==> config.mk <==
export PLATFORM = sky130hd
export DESIGN_NAME = aes_block_packer_flat
export DESIGN_NICKNAME = d
export VERILOG_FILES = /design/src/rtl/aes_pkg.sv /design/src/rtl/aes_block_packer_if.sv /design/src/rtl/aes_word_packer.sv /design/src/rtl/aes_block_packer.sv /design/src/flat_wrapper.sv
export SDC_FILE = /design/constraint.sdc
export NUM_CORES = 1
export LEC_CHECK = 0
export BUFFER_PORTS_ARGS = -buffer_cell sky130_fd_sc_hd__buf_2
export CAP_MARGIN = 0
export CORE_UTILIZATION = 40
export CTS_CLUSTER_DIAMETER = 200
export DETAILED_ROUTE_END_ITERATION = 10
export PLACE_DENSITY = 0.61
export SYNTH_ARGS = -nofsm -noshare
export SYNTH_HDL_FRONTEND = slang
export SYNTH_SLANG_ARGS = --single-unit
==> constraint.sdc <==
create_clock -name clk -period 18 [get_ports clk]
set_input_delay 2.7 -clock clk [delete_from_list [all_inputs] [get_ports clk]]
set_output_delay 2.7 -clock clk [all_outputs]
set_load 0.005 [all_outputs]
==> src/rtl/aes_pkg.sv <==
// Shared widths and FSM state encoding for the AES block packer.
package aes_pkg;

    localparam int BLOCK_W         = 128;
    localparam int WORD_W          = 32;
    localparam int WORDS_PER_BLOCK = 4;

    // TOPLA: collecting words; ANAHTAR_BEKLE: block held, waiting for a key;
    // GONDER: block and key presented to the engine.
    typedef enum logic [1:0] {
        TOPLA         = 2'd0,
        ANAHTAR_BEKLE = 2'd1,
        GONDER        = 2'd2
    } state_t;

endpackage

==> src/rtl/aes_block_packer_if.sv <==
// Word-side and engine-side signals of the AES block packer.
// Handshakes: a word moves when s_gecerli & s_hazir are high in the same
// cycle; a block moves when g_gecerli & hazir are high in the same cycle.
// A source holds its payload stable while valid is high and ready is low.
interface aes_block_packer_if;
    import aes_pkg::*;

    logic [WORD_W-1:0]  s_veri;
    logic               s_tur;
    logic               s_gecerli;
    logic               s_hazir;
    logic               temizle;
    logic [BLOCK_W-1:0] anahtar;
    logic [BLOCK_W-1:0] blok;
    logic               g_gecerli;
    logic               hazir;
    logic               anahtar_gecerli;
    logic [15:0]        blok_sayisi;
    state_t             durum;

    // Packer side
    modport slave (
        input  s_veri, s_tur, s_gecerli, temizle, hazir,
        output s_hazir, anahtar, blok, g_gecerli, anahtar_gecerli,
               blok_sayisi, durum
    );

    // Word source / engine side
    modport master (
        output s_veri, s_tur, s_gecerli, temizle, hazir,
        input  s_hazir, anahtar, blok, g_gecerli, anahtar_gecerli,
               blok_sayisi, durum
    );
endinterface

==> src/rtl/aes_word_packer.sv <==
// Assembles four 32-bit words into a 128-bit value. next_value is the
// staged content with the offered word already inserted, so the caller can
// capture a complete block in the same cycle the last word is loaded.
module aes_word_packer
    import aes_pkg::*;
#(
    parameter bit FIRST_WORD_MSB = 1'b1
) (
    input  logic               clk,
    input  logic               rst,
    input  logic               clear,
    input  logic               load,
    input  logic [WORD_W-1:0]  word,
    output logic [BLOCK_W-1:0] next_value,
    output logic               last
);

    logic [1:0]         cnt;
    logic [1:0]         slot;
    logic [BLOCK_W-1:0] stage;

    // Place the offered word into the slot selected by the word counter.
    always_comb begin
        slot       = FIRST_WORD_MSB ? (2'd3 - cnt) : cnt;
        next_value = stage;
        next_value[{slot, 5'd0} +: WORD_W] = word;
        last       = (cnt == 2'd3);
    end

    // Staging register and 2-bit word counter; clear wins over load.
    always_ff @(posedge clk or posedge rst) begin
        if (rst) begin
            cnt   <= 2'd0;
            stage <= '0;
        end else if (clear) begin
            cnt   <= 2'd0;
            stage <= '0;
        end else if (load) begin
            cnt   <= cnt + 2'd1;
            stage <= next_value;
        end
    end

endmodule

==> src/rtl/aes_block_packer.sv <==
// Packs 32-bit data and key words into 128-bit block/key pairs for an AES
// engine. blok and anahtar only ever change to complete values.
module aes_block_packer
    import aes_pkg::*;
#(
    parameter bit FIRST_WORD_MSB = 1'b1
) (
    input logic               clk,
    input logic               rst,
    aes_block_packer_if.slave io
);

    state_t             state;
    logic [15:0]        blok_cnt;
    logic               accept;
    logic               data_load;
    logic               key_load;
    logic               data_last;
    logic               key_last;
    logic               data_done;
    logic               key_commit;
    logic               xfer;
    logic [BLOCK_W-1:0] data_next;
    logic [BLOCK_W-1:0] key_next;

    // Ready depends only on state and the type of the offered word.
    always_comb begin
        io.s_hazir = 1'b0;
        case (state)
            TOPLA:         io.s_hazir = 1'b1;
            ANAHTAR_BEKLE: io.s_hazir = io.s_tur;
            default:       io.s_hazir = 1'b0;
        endcase
    end

    // Flush suppresses every accept and transfer in its cycle.
    always_comb begin
        accept     = io.s_gecerli & io.s_hazir & ~io.temizle;
        data_load  = accept & ~io.s_tur;
        key_load   = accept & io.s_tur;
        data_done  = data_load & data_last;
        key_commit = key_load & key_last;
        xfer       = io.g_gecerli & io.hazir & ~io.temizle;
    end

    aes_word_packer #(.FIRST_WORD_MSB(FIRST_WORD_MSB)) u_data (
        .clk        (clk),
        .rst        (rst),
        .clear      (io.temizle),
        .load       (data_load),
        .word       (io.s_veri),
        .next_value (data_next),
        .last       (data_last)
    );

    aes_word_packer #(.FIRST_WORD_MSB(FIRST_WORD_MSB)) u_key (
        .clk        (clk),
        .rst        (rst),
        .clear      (io.temizle),
        .load       (key_load),
        .word       (io.s_veri),
        .next_value (key_next),
        .last       (key_last)
    );

    // Main FSM with registered engine-side outputs.
    always_ff @(posedge clk or posedge rst) begin
        if (rst) begin
            state              <= TOPLA;
            io.g_gecerli       <= 1'b0;
            io.anahtar         <= '0;
            io.anahtar_gecerli <= 1'b0;
            io.blok            <= '0;
            blok_cnt           <= 16'd0;
        end else if (io.temizle) begin
            state        <= TOPLA;
            io.g_gecerli <= 1'b0;
        end else begin
            case (state)
                TOPLA: begin
                    if (key_commit) begin
                        io.anahtar         <= key_next;
                        io.anahtar_gecerli <= 1'b1;
                    end
                    if (data_done) begin
                        io.blok <= data_next;
                        if (io.anahtar_gecerli) begin
                            state        <= GONDER;
                            io.g_gecerli <= 1'b1;
                        end else begin
                            state <= ANAHTAR_BEKLE;
                        end
                    end
                end
                ANAHTAR_BEKLE: begin
                    if (key_commit) begin
                        io.anahtar         <= key_next;
                        io.anahtar_gecerli <= 1'b1;
                        state              <= GONDER;
                        io.g_gecerli       <= 1'b1;
                    end
                end
                GONDER: begin
                    if (xfer) begin
                        state        <= TOPLA;
                        io.g_gecerli <= 1'b0;
                        blok_cnt     <= blok_cnt + 16'd1;
                    end
                end
                default: begin
                    state        <= TOPLA;
                    io.g_gecerli <= 1'b0;
                end
            endcase
        end
    end

    assign io.blok_sayisi = blok_cnt;
    assign io.durum       = state;

endmodule

==> src/flat_wrapper.sv <==
// flat-port wrapper written by rule: the top's interface ports become plain ports
module aes_block_packer_flat import aes_pkg::*;
#(
    parameter bit FIRST_WORD_MSB = 1'b1
)
  (clk, rst, io_s_veri, io_s_tur, io_s_gecerli, io_temizle, io_hazir, io_s_hazir, io_anahtar, io_blok, io_g_gecerli, io_anahtar_gecerli, io_blok_sayisi, io_durum);
  aes_block_packer_if io_i ();
  input logic clk;
  input logic rst;
  input wire logic [$bits(io_i.s_veri)-1:0] io_s_veri;
  input wire logic [$bits(io_i.s_tur)-1:0] io_s_tur;
  input wire logic [$bits(io_i.s_gecerli)-1:0] io_s_gecerli;
  input wire logic [$bits(io_i.temizle)-1:0] io_temizle;
  input wire logic [$bits(io_i.hazir)-1:0] io_hazir;
  output wire logic [$bits(io_i.s_hazir)-1:0] io_s_hazir;
  output wire logic [$bits(io_i.anahtar)-1:0] io_anahtar;
  output wire logic [$bits(io_i.blok)-1:0] io_blok;
  output wire logic [$bits(io_i.g_gecerli)-1:0] io_g_gecerli;
  output wire logic [$bits(io_i.anahtar_gecerli)-1:0] io_anahtar_gecerli;
  output wire logic [$bits(io_i.blok_sayisi)-1:0] io_blok_sayisi;
  output wire logic [$bits(io_i.durum)-1:0] io_durum;
  assign io_i.s_veri = io_s_veri;
  assign io_i.s_tur = io_s_tur;
  assign io_i.s_gecerli = io_s_gecerli;
  assign io_i.temizle = io_temizle;
  assign io_i.hazir = io_hazir;
  assign io_s_hazir = io_i.s_hazir;
  assign io_anahtar = io_i.anahtar;
  assign io_blok = io_i.blok;
  assign io_g_gecerli = io_i.g_gecerli;
  assign io_anahtar_gecerli = io_i.anahtar_gecerli;
  assign io_blok_sayisi = io_i.blok_sayisi;
  assign io_durum = io_i.durum;
  aes_block_packer #(.FIRST_WORD_MSB(FIRST_WORD_MSB)) u_core (.clk(clk), .rst(rst), .io(io_i));
endmodule
-- Word-level counts from Yosys, hierarchy flattened
Index checks and enable logic that the tools add are counted.
- flip-flop bits (word level): 536
- bits in latches: 0
- bits in writable memories: 0
- memory bits (read-only): 0
- input port bits: 38
- output and inout bits: 277
- memories kept: 0
- add/subtract/negate cells: 7
- multiply operators: 0
- div/mod/pow operators: 0
- $lt $le $gt $ge: 0
- eq/ne operators: 8
- shift operators: 4
- muxes and demuxes: 23
- bitwise gates (word level): 10
- reductions and logical operators: 9
- operators with widths (kind ; count):
    128-bit two-way mux ; 4
    128-bit bitwise mux ; 2
    32-bit by 9-bit variable shift with 128-bit output (first input constant) ; 2
    32-bit by 9-bit variable part select with 128-bit output ; 2
    2-bit two-way mux ; 9
    7-bit negation with 9-bit output ; 2
    16-bit by 1-bit adder with 16-bit output (second input constant) ; 1
    3-bit by 2-bit inequality test with 1-bit output (second input constant) ; 4
    3-bit AND reduction ; 4
    1-bit AND ; 8
    2-bit == test (second input constant) ; 3
    2-bit one-hot mux with 3 select lines ; 1
    1-bit two-way mux ; 5
    2-bit by 1-bit adder with 2-bit output (second input constant) ; 2
    4-bit AND reduction ; 1
    2-bit nonzero test ; 2
    2-bit subtractor (first input constant) ; 2
    1-bit one-hot mux with 3 select lines ; 1
    2-bit by 1-bit == test with 1-bit output (second input constant) ; 1
    2-bit logical NOT ; 1
    1-bit inverter ; 2
    1-bit one-hot mux with 2 select lines ; 1
    2-bit OR reduction ; 1

-- Logic depth before layout (Yosys ltp)
Gate-level depths: netlist of run 1.
- depth in word-level cells: 9
- depth in mapped cells: 9
- gate-level depth less buffers: 6

-- By module
From an unflattened synthesis of run 1, not the netlist that was laid out.
- cell total of the unflattened synthesis: 1819
- area, all modules: 24071.8 µm²
- by module, submodules not included (module ; instances ; cells each ; area each (µm²) ; sequential area each (µm²)):
    aes_block_packer ; 1 ; 620 ; 10486.3 ; 6906.6
    aes_word_packer at u_core.u_data ; 1 ; 668 ; 6792.8 ; 3253.1
    aes_word_packer at u_core.u_key ; 1 ; 531 ; 6792.8 ; 3253.1

-- Least setup slack after synthesis of run 1
Ideal clock, no wire load.
- kind: input to output
- start: in io_s_tur
- end: out io_s_hazir
- data arrival time: 2.883 ns
- data required time: 15.300 ns
- slack: 12.417 ns
- cell stages on the path: 2
- cell sequence: inv_1 -> a21oi_1
- longest elaborated chain between the ends: 1
- ends and longest elaborated chain (element ; line ; source):
    from (decl) ; flat_wrapper.sv:11 ; input wire logic [$bits(io_i.s_tur)-1:0] io_s_tur;
    1-bit one-hot mux with 2 select lines ; aes_block_packer.sv:29 ; case (state)
    to (decl) ; flat_wrapper.sv:15 ; output wire logic [$bits(io_i.s_hazir)-1:0] io_s_hazir;
No other way between the ends.

-- Worst setup path after layout of run 1
Same ends and word-level chain as after synthesis.

==> impl_table.tex, run 1 <==
\begin{tabular}{lr}
\hline
Metric & Value \\
\hline
\multicolumn{2}{l}{\textbf{Status}} \\
\quad Run status & completed \\
\multicolumn{2}{l}{\textbf{Power and ir drop}} \\
\quad Clock share of power & 46.3\% \\
\quad Worst IR Drop VDD & just under 0.07 mV \\
\quad Switching power & 604.5 uW \\
\quad Register share of total power & 47.7\% \\
\quad Leakage power summed over all cells & 0.01283 uW \\
\quad Switching share of power & 23.06\% \\
\quad Total Power & around 2600 uW \\
\quad Internal portion of total power & around 2000 uW \\
\quad Pwr per Cell Area & 102.5 mW/mm\^{}2 \\
\quad Share of power burned in combinational logic & 6.0\% \\
\multicolumn{2}{l}{\textbf{Cells and area}} \\
\quad Ratio of cells with drive above 1 in the final layout & between 20\% and 30\% \\
\quad Final standard cell utilization of the core & a little under half \\
\quad Net total in the final layout & 2,164 \\
\quad Synth-to-layout area growth & 17.51\% \\
\quad Final antenna diode count & 0 \\
\quad Combined area of the multi-input logic cells & 0.007522 sq mm \\
\quad Storage cell area & 0.01341 sq mm \\
\quad Fill cell count & 4,971 \\
\multicolumn{2}{l}{\textbf{Placement}} \\
\quad Buffers on Ports & 314 \\
\quad Sum of net half-perimeters after detailed placement & 40,690 microns \\
\quad Routability congestion estimate & between 0.7 and 0.8 \\
\multicolumn{2}{l}{\textbf{Clocking}} \\
\quad Number of setup buffers added after CTS & 0 \\
\quad Deepest clock path buffer count & 3 \\
\quad Latest clock arrival within the worst-skew pair & 0.60 ns \\
\quad CTS tree & yes \\
\quad Number of buffers inserted during clock tree synthesis & 55 \\
\quad Hold buffers post-CTS & 0 \\
\quad Clock-pin slew on the worst setup and hold paths & 0.06 ns \\
\quad Cell at the root of the clock tree & sky130\_fd\_sc\_hd\_\_clkbuf\_16 \\
\quad H-tree lvl count & 2 \\
\quad CTS resizes & 0 \\
\quad Clock sink count & around 540 \\
\multicolumn{2}{l}{\textbf{Hold path}} \\
\quad End point of the worst hold path & u\_core.io.anahtar[71]\$\_DFFE\_PP0P\_ \\
\quad Hold path startpoint & u\_core.io.anahtar[71]\$\_DFFE\_PP0P\_ \\
\quad Type of the tightest min-delay check & flip-flop to flip-flop \\
\quad Cell count of the worst hold path & 2 \\
\multicolumn{2}{l}{\textbf{STA}} \\
\quad Final Critical Period & about 6 ns \\
\quad Endpoints failing hold & 0 \\
\quad Maximum clock rate & 0.1683 GHz \\
\quad Final count of pins violating max slew & 0 \\
\quad RSZ-0062 raised after global routing & false \\
\quad Worst-margin pin slew & 1.269 ns \\
\quad Maximum clock skew at final layout & 0.01258 ns \\
\quad Setup TNS after final layout & 0 ns \\
\quad Period utilization & 33.02\% \\
\quad Worst slew slack as a fraction of its limit & approximately 15\% \\
\quad Final setup vio count & 0 \\
\multicolumn{2}{l}{\textbf{Drt}} \\
\quad Iteration count of the initial detailed-routing pass & 5 \\
\quad Antenna Nets Post-Route & 0 \\
\quad Detailed router's first-iteration violation count & $\sim$1,300 \\
\quad WL final & 66,390 microns \\
\quad Via count & 16,090 \\
\quad DR WL/cell & 23.27 microns \\
\quad DR DRC count & 0 \\
\quad Post-DR vias/cell & 5.641 \\
\multicolumn{2}{l}{\textbf{GRT}} \\
\quad All-Layer GR Usage & 24.02\% \\
\quad GR Util met2 & between 30 and 40\% \\
\quad Initial antenna violation count & 1 \\
\quad Overflow left after global routing & 0 \\
\quad First-pass GRT wire length & about 100,000 microns \\
\quad Fraction of met1 tracks used by global routing & about 35\% \\
\quad Layer carrying the most global-route usage & met2 \\
\quad Number of global-route vias before repair & $\sim$16,000 \\
\quad M3 GR Usage & 4.081\% \\
\quad Pin count of the biggest net entering global routing & between 100 and 150 \\
\multicolumn{2}{l}{\textbf{Run}} \\
\quad Number of violations of the max-capacitance limit & 0 \\
\multicolumn{2}{l}{\textbf{Floorplan}} \\
\quad Starting utilization of the core area & between 40\% and 50\% \\
\quad Core Footprint & roughly 0.054 sq mm \\
\quad Die area & 0.05533 sq mm \\
\quad Core Rows & between 80 and 90 \\
\quad Top Ports & 315 \\
\quad Horizontal die dimension & 235.2 microns \\
\quad Die height & 235.2 microns \\
\multicolumn{2}{l}{\textbf{Yosys}} \\
\quad Most instantiated cells after synthesis & sky130\_fd\_sc\_hd\_\_dfrtp\_1, sky130\_fd\_sc\_hd\_\_nand2\_1, sky130\_fd\_sc\_hd\_\_a22o\_1 \\
\quad Number of different library cells in the post-synthesis netlist & 41 \\
\quad Post-synthesis async set-or-reset flop share & between 90\% and 100\% \\
\quad Most instantiated library cell after synthesis & sky130\_fd\_sc\_hd\_\_dfrtp\_1 \\
\quad Yosys warning count & 0 \\
\quad Average footprint of a synthesized cell & 11.41 sq um \\
\quad Mapped cell area & between 0.02 and 0.025 sq mm \\
\quad Instance count of the mapped netlist & roughly 1,900 \\
\quad Most common flop cell mapped by yosys & sky130\_fd\_sc\_hd\_\_dfrtp\_1 \\
\quad Sequential fraction of the synthesis area & between 60 and 70\% \\
\quad Number of nets produced by synthesis & 1,956 \\
\quad Fraction of post-synthesis cell area in the top cell type by area & 61.64\% \\
\quad Number of flops mapped to enable cells by yosys & 0 \\
\quad Synth area leader & sky130\_fd\_sc\_hd\_\_dfrtp\_1 \\
\quad Biggest area contributors in the synthesized netlist & sky130\_fd\_sc\_hd\_\_dfrtp\_1, sky130\_fd\_sc\_hd\_\_a22o\_1, sky130\_fd\_sc\_hd\_\_nand2\_1 \\
\quad Total of flip-flops plus latches after synthesis & around 540 \\
\multicolumn{2}{l}{\textbf{Worst setup path}} \\
\quad Minimum setup slack among reg-to-reg paths & 14.43 ns \\
\quad Delay of the slowest cell on the worst path & 0.19 ns \\
\quad Stages on worst setup path & 4 \\
\quad Cell with the largest stage delay on the worst path & sky130\_fd\_sc\_hd\_\_buf\_2 \\
\quad CP Buf/Inv Count & 3 \\
\quad Endpoint of the most critical register-to-register path & u\_core.io.anahtar[40]\$\_DFFE\_PP0P\_ \\
\quad Critical Path Sink Type & output port \\
\quad Dominant cell type by count on the critical path & sky130\_fd\_sc\_hd\_\_buf\_2 \\
\quad Top fanout value on the critical path & 6 \\
\quad Startpoint type of the worst setup path & input pin \\
\quad Endpoint required time on the critical path & around 15 ns \\
\quad Length in cells of the worst reg-to-reg path & 5 \\
\quad Type of the worst setup path & input pin to output port \\
\quad Critical R2R Launch & u\_core.io.durum[1]\$\_DFFE\_PP0P\_ \\
\quad WP data arrival & 3.24 ns \\
\quad Category of cells accounting for the largest share of critical-path delay & buffers and inverters \\
\quad Sequence of cells on the critical path & buf\_2 -> inv\_1 -> a21oi\_1 -> buf\_2 \\
\hline
\end{tabular}
state kept, by name, summed over array words and instances, names as in the netlist, 2 cells and up:
signal / flops
u_core.io.anahtar: 128
u_core.io.blok: 128
u_core.u_data.stage: 128
u_core.u_key.stage: 128
u_core.io.blok_sayisi: 16
u_core.io.durum: 2
u_core.u_data.cnt: 2
u_core.u_key.cnt: 2
power by group through the flow:
stage,Clock (uW),Combinational (uW),Sequential [uW]
2_1_floorplan,0,88.6,1270
3_3_place_gp,0,158,1270
3_5_place_dp,0,161,1270
4_1_cts,1240,162,1250
5_1_grt,1290,173,1250
6_report,1210,158,1250
layout make-up:
cell class                      instances  area share (%)
Inverter                               11          0.1908
Timing Repair Buffer                  343           6.998
Clock buffer                           82           6.376
Multi-Input combinational cell       1168           29.42
Clock inverter                         17           1.150
Tap cell                              696           3.406
Sequential cell                       536           52.46
worst max path at each step:
stage / from / end / slack (ns)
finish: io_s_tur / io_s_hazir / 12.06
global route: io_s_tur / io_s_hazir / 11.98
CTS: io_s_tur / io_s_hazir / 12.05
detailed placement: rst / u_core.io.anahtar[86]$_DFFE_PP0P_ / 11.83
global placement: rst / u_core.io.anahtar[86]$_DFFE_PP0P_ / 11.94
floorplan: rst / u_core.io.anahtar[0]$_DFFE_PP0P_ / 0.32
stage by stage:
step	instance area (sq um)	hold WS (ns)	instances	setup slack (ns)
after floorplan	21760	0.4582	1907	0.3197
after global placement	23640	0.4475	2754	11.94
after detailed placement	23640	0.4504	2754	11.83
after CTS	25570	0.4643	2853	12.05
after global routing	25570	0.4876	2853	11.98
final	25570	0.4568	2853	12.06
cell usage in the layout (no fill, tap or decap), types with 2 or more instances in the layout:
master,n
sky130_fd_sc_hd__dfrtp_1,536
sky130_fd_sc_hd__buf_2,314
sky130_fd_sc_hd__nand2_1,269
sky130_fd_sc_hd__a22o_1,256
sky130_fd_sc_hd__nand2b_1,129
sky130_fd_sc_hd__nor2_1,108
sky130_fd_sc_hd__o31ai_1,96
sky130_fd_sc_hd__nand3b_1,64
sky130_fd_sc_hd__clkbuf_16,57
sky130_fd_sc_hd__a21oi_1,36
sky130_fd_sc_hd__nor2b_1,34
sky130_fd_sc_hd__a31oi_1,33
sky130_fd_sc_hd__o21ai_0,33
sky130_fd_sc_hd__a221oi_1,32
sky130_fd_sc_hd__buf_4,29
sky130_fd_sc_hd__clkbuf_1,14
sky130_fd_sc_hd__ha_1,11
sky130_fd_sc_hd__clkbuf_8,11
sky130_fd_sc_hd__xnor2_1,9
sky130_fd_sc_hd__inv_1,9
sky130_fd_sc_hd__xor2_1,8
sky130_fd_sc_hd__bufinv_16,8
sky130_fd_sc_hd__clkinv_2,6
sky130_fd_sc_hd__nor4_4,5
sky130_fd_sc_hd__and4_1,5
sky130_fd_sc_hd__a21oi_4,4
sky130_fd_sc_hd__nor3_1,4
sky130_fd_sc_hd__nand3_1,4
sky130_fd_sc_hd__a21oi_2,4
sky130_fd_sc_hd__nand2_4,2
sky130_fd_sc_hd__nor4_1,2
sky130_fd_sc_hd__nand4_1,2
sky130_fd_sc_hd__and3_1,2
sky130_fd_sc_hd__clkinvlp_4,2
cell families after synthesis:
logic type / Yosys count / share of synthesized area, %
AO/OA/AOI/OAI: 497 / 17.75
XOR/XNOR: 17 / 0.6843
adder cells (fa/ha/maj): 11 / 0.6325
buffers and inverters: 203 / 4.232
flip-flops: 536 / 61.64
multiplexers: 2 / 0.09776
AND/OR/NAND/NOR: 641 / 14.96
layer usage:
layer	up-vias	share of wire, %
met5	-	0.026
met4	2	2.7
met3	94	5.5
met2	514	47
met1	8355	45
li1	7129	-
worst reg2reg max path: stages, from the launching register on:
cell and delay, ns:
sky130_fd_sc_hd__dfrtp_1 0.54, sky130_fd_sc_hd__and4bb_2 1.10, sky130_fd_sc_hd__and2_4 0.53, sky130_fd_sc_hd__buf_4 0.96, sky130_fd_sc_hd__nor2_1 0.18, sky130_fd_sc_hd__a31oi_1 0.19
(Power assumes the default switching activity.)
==> run 2, diff against run 1 <==
==> constraint.sdc (replaced) <==
create_clock -name clk -period 5.2 [get_ports clk]
set_input_delay 0.78 -clock clk [delete_from_list [all_inputs] [get_ports clk]]
set_output_delay 0.78 -clock clk [all_outputs]
set_load 0.005 [all_outputs]
==> run 2 against run 1 <==
Clock power grew to 3.3 times the previous value. Via count shrank 0.36%. Wire length grew 1.4%. Critical path type is now flip-flop to flip-flop.
==> impl_table.tex, run 2 (synthesis results as in run 1) <==
\begin{tabular}{lr}
\hline
Metric & Value \\
\hline
\multicolumn{2}{l}{\textbf{Drt}} \\
\quad Antenna Nets Post-Route & 0 \\
\quad WL final & 67,290 microns \\
\quad DR WL/cell & 23.57 microns \\
\quad Detailed router's first-iteration violation count & 1,478 \\
\quad Post-DR vias/cell & 5.617 \\
\quad DR DRC count & 0 \\
\quad Iteration count of the initial detailed-routing pass & 5 \\
\quad Via count & 16,040 \\
\multicolumn{2}{l}{\textbf{Clocking}} \\
\quad Number of buffers inserted during clock tree synthesis & 54 \\
\quad Cell at the root of the clock tree & sky130\_fd\_sc\_hd\_\_clkbuf\_16 \\
\quad Number of setup buffers added after CTS & 0 \\
\quad H-tree lvl count & 2 \\
\quad Clock sink count & approximately 540 \\
\quad Latest clock arrival within the worst-skew pair & 0.60 ns \\
\quad Clock-pin slew on the worst setup and hold paths & 0.06 ns \\
\quad Deepest clock path buffer count & 3 \\
\quad CTS resizes & 0 \\
\quad Hold buffers post-CTS & 0 \\
\quad CTS tree & yes \\
\multicolumn{2}{l}{\textbf{Cells and area}} \\
\quad Fill cell count & 4,935 \\
\quad Synth-to-layout area growth & 17.22\% \\
\quad Ratio of cells with drive above 1 in the final layout & 20.85\% \\
\quad Net total in the final layout & 2,166 \\
\quad Leading cell type in the layout, fill and taps excluded & sky130\_fd\_sc\_hd\_\_dfrtp\_1 \\
\quad Most used cells in the layout excluding fill and tap cells & sky130\_fd\_sc\_hd\_\_dfrtp\_1, sky130\_fd\_sc\_hd\_\_buf\_2, sky130\_fd\_sc\_hd\_\_nand2\_1 \\
\multicolumn{2}{l}{\textbf{GRT}} \\
\quad Overflow left after global routing & 0 \\
\quad Pin count of the biggest net entering global routing & about 160 \\
\quad Number of global-route vias before repair & 15,580 \\
\quad First-pass GRT wire length & roughly 100,000 microns \\
\quad All-Layer GR Usage & 24.22\% \\
\quad Initial antenna violation count & 2 \\
\multicolumn{2}{l}{\textbf{Worst setup path}} \\
\quad Minimum setup slack among reg-to-reg paths & 2.10 ns \\
\quad Length in cells of the worst reg-to-reg path & 6 \\
\quad WP data arrival & 3.63 ns \\
\quad Startpoint type of the worst setup path & flip-flop \\
\quad Critical R2R Launch & u\_core.u\_key.cnt[0]\$\_DFFE\_PP0P\_ \\
\quad Sequence of cells on the critical path & ha\_1 -> buf\_4 -> and2\_4 -> buf\_4 -> nor2\_1 -> nor2\_1 \\
\quad Cell with the largest stage delay on the worst path & sky130\_fd\_sc\_hd\_\_and2\_4 \\
\quad CP Buf/Inv Count & 2 \\
\quad Delay of the slowest cell on the worst path & 0.74 ns \\
\quad Critical Path Sink Type & flip-flop \\
\quad Type of the worst setup path & flip-flop to flip-flop \\
\quad Top fanout value on the critical path & 68 \\
\quad Endpoint required time on the critical path & 5.72 ns \\
\quad Endpoint of the most critical register-to-register path & u\_core.io.anahtar[0]\$\_DFFE\_PP0P\_ \\
\quad Category of cells accounting for the largest share of critical-path delay & simple AND/OR/NAND/NOR gates \\
\multicolumn{2}{l}{\textbf{Floorplan}} \\
\quad Die area & 0.05533 sq mm \\
\quad Top Ports & approximately 320 \\
\quad Die height & about 240 microns \\
\quad Horizontal die dimension & 235.2 microns \\
\quad Core Rows & 85 \\
\quad Core Footprint & 0.05381 sq mm \\
\quad Starting utilization of the core area & 40.43\% \\
\multicolumn{2}{l}{\textbf{Run}} \\
\quad Number of violations of the max-capacitance limit & 0 \\
\multicolumn{2}{l}{\textbf{Power and ir drop}} \\
\quad Worst IR Drop VDD & between 0.2 and 0.25 mV \\
\quad Total Power & 8880 uW \\
\quad Leakage power summed over all cells & 0.01279 uW \\
\quad Pwr per Cell Area & 348.2 mW/mm\^{}2 \\
\multicolumn{2}{l}{\textbf{STA}} \\
\quad Worst-margin pin slew & 1.267 ns \\
\quad Endpoints failing hold & 0 \\
\quad Final count of pins violating max slew & 0 \\
\quad Maximum clock skew at final layout & $\sim$0.013 ns \\
\quad Final Critical Period & 3.102 ns \\
\quad Period utilization & $\sim$60\% \\
\quad Setup TNS after final layout & 0 ns \\
\quad Maximum clock rate & 0.3224 GHz \\
\quad Final setup vio count & 0 \\
\quad RSZ-0062 raised after global routing & false \\
\quad Worst slew slack as a fraction of its limit & between 10\% and 20\% \\
\multicolumn{2}{l}{\textbf{Placement}} \\
\quad Sum of net half-perimeters after detailed placement & 41,630 microns \\
\quad Routability congestion estimate & 0.8263 \\
\quad Buffers on Ports & between 300 and 400 \\
\multicolumn{2}{l}{\textbf{Hold path}} \\
\quad Type of the tightest min-delay check & input pin to asynchronous set/reset pin \\
\multicolumn{2}{l}{\textbf{Status}} \\
\quad Run status & completed \\
\hline
\end{tabular}
==> run 2: area by class of cell <==
class | instances | area (sq um) | area share, %
multi-input cells | 1168 | 7530 | 29.52
flip-flops and latches | 536 | 13410 | 52.59
repair buffers | 346 | 1849 | 7.251
diodes | 1 | 2.502 | 0.009812
clock buffers | 81 | 1554 | 6.093
clock inverters | 16 | 240.2 | 0.9419
well taps | 696 | 870.8 | 3.414
inverters | 11 | 45.04 | 0.1766
==> run 2: report_power, final <==
group          switching (uW)  internal, uW  total [uW]
Sequential               64.6          4260        4330
Clock                    1640          2350        4000
Combinational             389           169         558
Total                    2100          6780        8880
==> run 2: metrics by stage <==
| step | hold slack (ns) | setup slack (ns) | std cells | area [sq um] | utilization (%) |
|---|---|---|---|---|---|
| after CTS | 0.3035 | 2.063 | 2854 | 25500 | 47.39 |
| after detailed placement | 0.4515 | 1.858 | 2757 | 23710 | 44.05 |
| after global routing | 0.3166 | 1.881 | 2855 | 25500 | 47.39 |
| final | 0.2958 | 2.098 | 2855 | 25500 | 47.39 |
| after floorplan | 0.4582 | -2.868 | 1907 | 21760 | - |
| after global placement | 0.4494 | 1.952 | 2757 | 23710 | 44.05 |
==> run 2: per-layer routing <==
metal,GRT usage (%),share of wire (%)
met1,34.39,45
met2,37.45,47
met3,5.206,6.1
met4,6.932,2.4
met5,0,0.021
==> run 2: worst max path at each step <==
| stage | start | endpoint | cells after the start |
|---|---|---|---|
| 6_report | u_core.u_key.cnt[0]$_DFFE_PP0P_ | u_core.io.anahtar[0]$_DFFE_PP0P_ | 6 |
| 5_1_grt | u_core.u_key.cnt[0]$_DFFE_PP0P_ | u_core.io.anahtar[11]$_DFFE_PP0P_ | 6 |
| 4_1_cts | u_core.u_key.cnt[0]$_DFFE_PP0P_ | u_core.io.anahtar[0]$_DFFE_PP0P_ | 6 |
| 3_5_place_dp | io_temizle | u_core.io.anahtar[0]$_DFFE_PP0P_ | 6 |
| 3_3_place_gp | io_temizle | u_core.io.anahtar[30]$_DFFE_PP0P_ | 6 |
| 2_1_floorplan | rst | u_core.io.anahtar[0]$_DFFE_PP0P_ | 1 |
